**src/rtl/noc_v2_sched.sv**
```systemverilog
// Sequences one masked row-wise tree reduction through the noc_v2 adder network per command:
// captures a PE snapshot, steps log2(NUM_PEs_PER_ROW) add stages, returns the reduced vector.
module noc_v2_sched #(
    parameter int unsigned DATA_WIDTH      = 8,
    parameter int unsigned NUM_PEs_PER_ROW = 4,
    parameter int unsigned NUM_ROWS        = 4,
    parameter int unsigned TIMEOUT         = 64
) (
    input  logic                                        clk,
    input  logic                                        rst,
    input  logic                                        cmd_valid,
    output logic                                        cmd_ready,
    input  logic [NUM_ROWS*NUM_PEs_PER_ROW-1:0]            cmd_mask,
    input  logic                                        pe_data_valid,
    input  logic [NUM_ROWS*NUM_PEs_PER_ROW*DATA_WIDTH-1:0] pe_data,
    output logic [NUM_ROWS*NUM_PEs_PER_ROW*DATA_WIDTH-1:0] noc_pe_row_out_flat,
    output logic [NUM_ROWS*NUM_PEs_PER_ROW-1:0]            noc_visible,
    output logic [NUM_ROWS*NUM_PEs_PER_ROW-1:0]            noc_adder_en,
    input  logic [NUM_ROWS*NUM_PEs_PER_ROW*DATA_WIDTH-1:0] noc_result,
    input  logic                                        noc_ready,
    output logic                                        res_valid,
    input  logic                                        res_ready,
    output logic [NUM_ROWS*NUM_PEs_PER_ROW*DATA_WIDTH-1:0] res_data,
    output logic                                        res_err
);

    localparam int unsigned N  = NUM_ROWS * NUM_PEs_PER_ROW;
    localparam int unsigned NW = N * DATA_WIDTH;
    localparam int unsigned S  = $clog2(NUM_PEs_PER_ROW);
    localparam int unsigned SW = (S > 1) ? $clog2(S) : 1;
    localparam int unsigned TW = $clog2(TIMEOUT);

    localparam logic [SW-1:0] S_LAST = (S == 0) ? '0 : SW'(S - 1);
    localparam logic [TW-1:0] T_LAST = TW'(TIMEOUT - 1);

    typedef enum logic [2:0] {
        ST_IDLE,
        ST_LOAD,
        ST_STAGE,
        ST_WAIT,
        ST_DONE
    } state_e;

    state_e          state_q, state_d;
    logic [N-1:0]    mask_q,  mask_d;
    logic [NW-1:0]   data_q,  data_d;
    logic [SW-1:0]   s_q,     s_d;
    logic [TW-1:0]   t_q,     t_d;
    logic            err_q,   err_d;

    logic [NW-1:0]   masked_c;
    logic [N-1:0]    adder_en_c;

    // Snapshot with non-participating lanes zeroed so they contribute nothing to the sums.
    always_comb begin
        masked_c = pe_data;
        for (int unsigned i = 0; i < N; i++) begin
            if (!mask_q[i]) begin
                masked_c[i*DATA_WIDTH +: DATA_WIDTH] = '0;
            end
        end
    end

    // Receiver lanes at stage s are the multiples of 2^(s+1) within each row.
    always_comb begin
        adder_en_c = '0;
        if (state_q == ST_STAGE) begin
            for (int unsigned i = 0; i < N; i++) begin
                adder_en_c[i] = mask_q[i] &&
                    (((i % NUM_PEs_PER_ROW) % (32'd1 << (32'(s_q) + 32'd1))) == 32'd0);
            end
        end
    end

    always_comb begin
        state_d = state_q;
        mask_d  = mask_q;
        data_d  = data_q;
        s_d     = s_q;
        t_d     = t_q;
        err_d   = err_q;
        unique case (state_q)
            ST_IDLE: begin
                if (cmd_valid) begin
                    mask_d  = cmd_mask;
                    err_d   = 1'b0;
                    state_d = ST_LOAD;
                end
            end
            ST_LOAD: begin
                if (pe_data_valid) begin
                    data_d  = masked_c;
                    s_d     = '0;
                    state_d = (S == 0) ? ST_DONE : ST_STAGE;
                end
            end
            ST_STAGE: begin
                t_d     = '0;
                state_d = ST_WAIT;
            end
            ST_WAIT: begin
                // Ready takes priority over an expiring timeout on the same cycle.
                if (noc_ready) begin
                    data_d = noc_result;
                    if (s_q == S_LAST) begin
                        state_d = ST_DONE;
                    end else begin
                        s_d     = SW'(s_q + 1'b1);
                        state_d = ST_STAGE;
                    end
                end else if (t_q == T_LAST) begin
                    err_d   = 1'b1;
                    state_d = ST_DONE;
                end else begin
                    t_d = TW'(t_q + 1'b1);
                end
            end
            ST_DONE: begin
                if (res_ready) begin
                    state_d = ST_IDLE;
                end
            end
            default: state_d = ST_IDLE;
        endcase
    end

    always_ff @(posedge clk or negedge rst) begin
        if (!rst) begin
            state_q <= ST_IDLE;
            mask_q  <= '0;
            data_q  <= '0;
            s_q     <= '0;
            t_q     <= '0;
            err_q   <= 1'b0;
        end else begin
            state_q <= state_d;
            mask_q  <= mask_d;
            data_q  <= data_d;
            s_q     <= s_d;
            t_q     <= t_d;
            err_q   <= err_d;
        end
    end

    assign cmd_ready           = (state_q == ST_IDLE);
    assign res_valid           = (state_q == ST_DONE);
    assign noc_visible         = (state_q inside {ST_LOAD, ST_STAGE, ST_WAIT}) ? mask_q : '0;
    assign noc_adder_en        = adder_en_c;
    assign noc_pe_row_out_flat = data_q;
    assign res_data            = data_q;
    assign res_err             = err_q;

endmodule

```
**config.mk**
```make
export PLATFORM = sky130hd
export DESIGN_NAME = noc_v2_sched
export DESIGN_NICKNAME = d
export VERILOG_FILES = /design/src/rtl/noc_v2_sched.sv
export SDC_FILE = /design/constraint.sdc
export NUM_CORES = 1
export LEC_CHECK = 0
export ABC_AREA = 0
export CAP_MARGIN = 25
export CORE_AREA = 2 2 222 224
export DETAILED_ROUTE_END_ITERATION = 7
export DIE_AREA = 0 0 224 226
export SYNTH_ARGS = -nofsm -noshare
export SYNTH_HDL_FRONTEND = slang
export SYNTH_SLANG_ARGS = --single-unit
```
**constraint.sdc**
```tcl
create_clock -name clk -period 2.3 [get_ports clk]
set_clock_uncertainty 0.1 [all_clocks]
set_input_delay 0.46 -clock clk [delete_from_list [all_inputs] [get_ports clk]]
set_output_delay 0.46 -clock clk [all_outputs]
set_load 0.01 [all_outputs]
```
==> key figures <==
Route
  • Number of detailed-routing iterations run before antenna repair: 4
  • Count of vias placed by the detailed router: 8,212
  • Detailed-route wire length: between 30 and 40 mm
  • Residual DRC count: 0
  • Residual antenna-violating net count after detailed routing: 0
  • Average vias per placed instance: 3.96
  • Average wire length per cell after detail routing: ~17 um
  • Initial DRC count: 290

Setup path
  • Data required time at the worst endpoint: 1.74 ns
  • Cell Chain, Critical Path: nor2_4, nor2_4, buf_6, buf_6, buf_12, and2_1, buf_2
  • Data arrival time of the critical path: 1.74 ns
  • Category of the most critical setup path: flip-flop to output port
  • Capturing element type of the critical path: output port
  • Critical path launch point type: flip-flop
  • Critical-path top delay cell: sky130_fd_sc_hd__dfrtp_1
  • Largest fanout of any net on the critical path: 4
  • Combined buffer and inverter count along the critical path: 4
  • Cell family contributing the most delay on the critical path: buffers and inverters
  • Highest cell delay on the worst timing path: between 0.4 and 0.5 ns

Power
  • IR drop worst, VDD: 0.509 mV
  • Power per standard cell area: approximately 1300 nW/um^2
  • Standby leakage power: 7.65 nW

Global routing
  • Number of antenna violations at the first check in global routing: 0
  • Via count of the first global-routing pass: 8,482
  • Sum of overflow across all layers after global routing: 0
  • Pin count of the biggest net entering global routing: 52
  • GRT Resource Usage Total: 13.7%
  • Wire length of the first global-routing pass: 51.5 mm

Timing
  • Setup tns final: -0.000494 ns
  • Final-report hold violation count: 0
  • FMAX: 435 MHz
  • Final worst slack: -0.000494 ns
  • RSZ-0062 raised after global routing: yes
  • Total of endpoints with negative setup slack in the final report: 1
  • Least-Margin Pin Slew: around 0.61 ns
  • Worst max-slew margin expressed relative to the limit: 59.4%
  • Final max-slew violation count: 0
  • Final Critical Period: 2.30 ns
  • Ratio of final minimum period to clock period: 100%

Die
  • DIE AREA: 50,600 um^2
  • Die height: ~230 um
  • Horiz. Die Dim: 224 um
  • I/O pin count: roughly 570
  • Number of placement rows: 81
  • Core outline area: 48,300 um^2
  • Starting Density: 20.0%

Yosys
  • Post-synth EDFFs: 0
  • Flip-flop and latch count after synthesis: about 160
  • Flip-flop cell with the highest count after synthesis: sky130_fd_sc_hd__dfrtp_1
  • Number of distinct library cells after synthesis: 38
  • Mapped Cells: between 900 and 1,000
  • Leading post-synthesis cells by cell area: sky130_fd_sc_hd__dfrtp_1, sky130_fd_sc_hd__mux2_2, sky130_fd_sc_hd__mux2i_1
  • Mean instance size in the synthesized netlist: between 10 and 15 um^2
  • Cell type contributing the most total cell area after synthesis: sky130_fd_sc_hd__dfrtp_1
  • Yosys Warn Count: 0
  • Portion of the post-synthesis area used by sequential elements: 40.1%
  • Area fraction of the dominant cell type after synthesis: 40.1%
  • Netlist area before placement: 9670 um^2
  • Post-synthesis async set-or-reset flop share: 100%

Cells and area
  • Fraction of layout instances using a drive strength above 1: 20.7%
  • Layout Cells excl Fill: 2,074
  • Commonest non-fill, non-tap cells in the layout: sky130_fd_sc_hd__clkdlybuf4s50_1, sky130_fd_sc_hd__dfrtp_1, sky130_fd_sc_hd__mux2_2
  • Number of diodes: 0
  • Area overhead of the layout relative to synthesis: 66.0%
  • Total number of nets in the final design: roughly 1,700
  • Most common cell after layout, fill and taps aside: sky130_fd_sc_hd__clkdlybuf4s50_1

Clock tree
  • Total number of clock tree sinks: 155
  • TritonCTS buffer count: 17
  • CTS root buffer: sky130_fd_sc_hd__clkbuf_16
  • H-tree depth reported by CTS: 4
  • Clk Latency, worst-skew pair: 0.45 ns
  • Clock transition at path regs: 0.06 ns
  • Buffer depth of the longest clock path: 2
  • Clock tree from TritonCTS: built

Place
  • HPWL reported at the end of detailed placement: ~29 mm
  • Final estimated routing congestion in global placement: 0.807
  • Pre-CTS worst setup slack: -0.0517 ns
  • Port Buffer Count: 560
  • Placed cell count: 2,029

Outcome
  • Status: finished, violations left
  • Failing checks: setup timing

Min path
  • Hold Crit Class: flip-flop to flip-flop

Run
  • Max-capacitance violation count: 0
## worst paths after layout
path | from | endpoint | slack [ns] | depth (start not counted)
worst max-delay path | state_q[1]$_DFFE_PN0P_ | noc_visible[14] | -0.0005 | 7
worst min-delay path | noc_pe_row_out_flat[113]$_DFFE_PN0P_ | noc_pe_row_out_flat[113]$_DFFE_PN0P_ | 0.43 | 1
worst max register to register | state_q[1]$_DFFE_PN0P_ | noc_pe_row_out_flat[94]$_DFFE_PN0P_ | 0.17 | 6
worst min register to register | noc_pe_row_out_flat[113]$_DFFE_PN0P_ | noc_pe_row_out_flat[113]$_DFFE_PN0P_ | 0.43 | 1
max in group asynchronous | rst | state_q[0]$_DFFE_PN0P_ | 1.02 | 3
min in group asynchronous | rst | noc_pe_row_out_flat[48]$_DFFE_PN0P_ | 0.47 | 2
## cells in the mapped netlist, types with 2 or more instances
| library cell | count |
|---|---|
| sky130_fd_sc_hd__nand2_1 | 132 |
| sky130_fd_sc_hd__buf_2 | 10 |
| sky130_fd_sc_hd__nor3_2 | 2 |
| sky130_fd_sc_hd__buf_1 | 8 |
| sky130_fd_sc_hd__and3_1 | 5 |
| sky130_fd_sc_hd__nor3_1 | 3 |
| sky130_fd_sc_hd__inv_1 | 132 |
| sky130_fd_sc_hd__a211oi_1 | 3 |
| sky130_fd_sc_hd__a31oi_1 | 4 |
| sky130_fd_sc_hd__a311o_1 | 2 |
| sky130_fd_sc_hd__nand2b_1 | 2 |
| sky130_fd_sc_hd__dfrtp_1 | 155 |
| sky130_fd_sc_hd__and2_1 | 25 |
| sky130_fd_sc_hd__a2111oi_0 | 2 |
| sky130_fd_sc_hd__mux2_2 | 144 |
| sky130_fd_sc_hd__nand3b_1 | 3 |
| sky130_fd_sc_hd__a21oi_1 | 4 |
| sky130_fd_sc_hd__buf_4 | 148 |
| sky130_fd_sc_hd__buf_6 | 11 |
| sky130_fd_sc_hd__nor2_1 | 6 |
| sky130_fd_sc_hd__clkbuf_1 | 13 |
| sky130_fd_sc_hd__mux2i_1 | 129 |
| sky130_fd_sc_hd__nor2b_1 | 2 |
| sky130_fd_sc_hd__nor4_1 | 2 |
## routing by layer
metal  track usage [%]  part of all wire (%)  up-vias
li1                  -                     -     3908
met1              16.3                    41     3972
met2              24.3                    52      301
met3              2.72                   5.2       31
met4              5.27                   1.9        0
met5                 0                     0        -
## registers in the layout (all words and copies together) (netlist names)
name / cells
mask_q: 16
res_err: 1
noc_pe_row_out_flat: 128
s_q: 1
t_q: 6
state_q: 3
## kinds of logic after synthesis
group | after synthesis | share of synthesized area, %
adder cells (fa/ha/maj) | 1 | 0.129
multiplexers | 273 | 30.1
AO/OA/AOI/OAI | 22 | 1.69
buffers and inverters | 322 | 19.2
other | 1 | 0.0388
flip-flops | 155 | 40.1
AND/OR/NAND/NOR | 187 | 8.72
## layout make-up
class | count | area, um^2
inverters | 132 | 495
repair buffers | 642 | 6330
clock buffers | 21 | 460
fillers | 4960 | 32300
clock inverters | 11 | 71.3
multi-input cells | 491 | 4040
well taps | 622 | 778
flip-flops and latches | 155 | 3880
## worst register-to-register path: cells and delay by family, from the launching register on
kind | cells | cell delay [ns]
flip-flops | 1 | 0.49
AND/OR/NAND/NOR | 1 | 0.18
buffers and inverters | 3 | 0.68
multiplexers | 2 | 0.57
## report_power, final
part / internal [mW] / leakage, nW / switching, mW
clock network: 1.43 / 0.251 / 1.21
registers: 3.96 / 1.95 / 1.32
logic: 7.72 / 5.44 / 5.35
## repair_timing
item                                    CTS  global route
resized for setup                        92            48
pin swaps                                 2             3
hold buffers                              1             0
endpoints found under the setup margin   26            22
setup buffers                             7             6
hold endpoints to repair                 41             0
cloned                                    0             0
## stage by stage
stage                     hold slack (ns)  util [%]  instance area, um^2  power (mW)
after detailed placement            0.388      31.8                15400        18.2
after global placement              0.381      31.8                15400        18.1
after CTS                           0.438      33.0                16000        21.1
after global routing                0.454      33.2                16100        22.3
final                               0.432      33.2                16100        21.0
after floorplan                    0.0644         -                 9700        12.4
Note: power is estimated with default switching activity, not from simulation.
==> RTL change (config.mk and constraints unchanged) <==
Take the reset off `t_q` and load it in a clocked block of its own.
--- a/src/rtl/noc_v2_sched.sv
+++ b/src/rtl/noc_v2_sched.sv
@@ -130,16 +130,18 @@
             mask_q  <= '0;
             data_q  <= '0;
             s_q     <= '0;
-            t_q     <= '0;
             err_q   <= 1'b0;
         end else begin
             state_q <= state_d;
             mask_q  <= mask_d;
             data_q  <= data_d;
             s_q     <= s_d;
-            t_q     <= t_d;
             err_q   <= err_d;
         end
+    end
+
+    always_ff @(posedge clk) begin
+        t_q <= t_d;
     end
 
     assign cmd_ready           = (state_q == ST_IDLE);
Check against the original RTL: not settled (the Yosys comparison gave no result); the edit may change what the design does.
==> RTL change against the original RTL <==
  * The flow still finishes with violations (setup timing)
  * Die area stayed put
  * Total power is 5.3% higher
  * Sequential share of layout area is 0.60 points lower
  * Area after synthesis is 4.2% higher
  * Cell area is 3.4% higher
  * Worst setup slack worse by 0.013 ns
  * Routed wire length is 2.1% lower
  * Via count is 3.1% lower
  * Sequential cell count stayed put
  * Fmax is 0.55% lower
  * Count of clock-buffer cells in the layout is 3 higher
  * Clock power is 5% higher
  * First-iteration DRC count is 19% lower
  * Critical endpoint is now noc_adder_en[6]
  * Largest cell class unchanged
  * Largest power group unchanged
==> RTL change: results (changes against the original RTL) <==
endpoint: "noc_adder_en[6]"
wl_met3_um: 2060  # +9.7%
muxShareOfSynthArea_pct: 33.4  # +3.3 points
antenna_found_initial: 1  # +1
r2r_setup_slack_ns: 0.22  # +0.05 ns
grt_pass1_wl_um: 51400  # -0.31%
fin_ws_ns: -0.0132  # -0.0127 ns
grt_max_degree: 50  # -3.8%
dp_hpwl_um: 27900  # -2.4%
drive_above_1_share_pct: 20.0  # -0.70 points
syn_avg_cell_area_sq_um: 10.6  # +5.6%
clock_power_mw: 2.78  # +5%
pre_cts_slack_ns: -0.208  # -0.156 ns
crit_start: "state_q[2]"
cp_max_fo: 5  # +1
setup_viol: 6  # +5
p_sw_mw: 7.96  # +1.1%
dr.max_layer_used: "met5"
whs_ns: 0.420  # -0.0123 ns
synth_cell_types: 36  # -5.3%
status: "finished with violations"
use_met3_pct: 3.98  # +1.3 points
yosys.area_share.adder_pct: 0.124  # -0.0052 points
violations: "setup timing"
leakagePower_nw: 8.06  # +5.3%
synth-async-reset-ratio_pct: 96.1  # -3.9 points
layout.nets: 1707  # -0.64%
synth_common_cells: "dfrtp_1, buf_4, inv_1"
wl_met2_um: 17800  # -5.0%
place_inst: 2015  # -0.69%
drt-met1-wl_um: 14600  # +0.41%
grt_pass1_vias: 8585  # +1.2%
[RTL change: cell count changes in the layout (fill, tap and decap cells not counted), sizes merged, moves of 3 or more]
cell / change
nor2: +3
clkinv: -4
and3: -4
dfrtp: -6
clkinvlp: -3
a31oi: -3
o21ai: +3
buf: +5
edfxtp: +6
[RTL change: timing repair]
item | CTS | global route
buffers inserted | 10 | 9
pin swaps | 4 | 7
resized for setup | 131 | 42
endpoints found under the hold margin | 39 | 0
endpoints found under the setup margin | 26 | 25
gates cloned | 0 | 0
hold buffers | 1 | 0
[RTL change: critical path, delay by kind of cell, from the launching register on]
family	cells	cell delay [ns]
flops	1	0.44
buf+inv	3	0.36
simple gates	3	0.49
[RTL change: final cells by class]
class                           instances  area share, %
Multi-Input combinational cell        480           26.5
Tap cell                              622           4.69
Clock buffer                           24           3.03
Clock inverter                          5          0.354
Timing Repair Buffer                  641           38.8
Sequential cell                       155           23.6
Inverter                              133           3.01
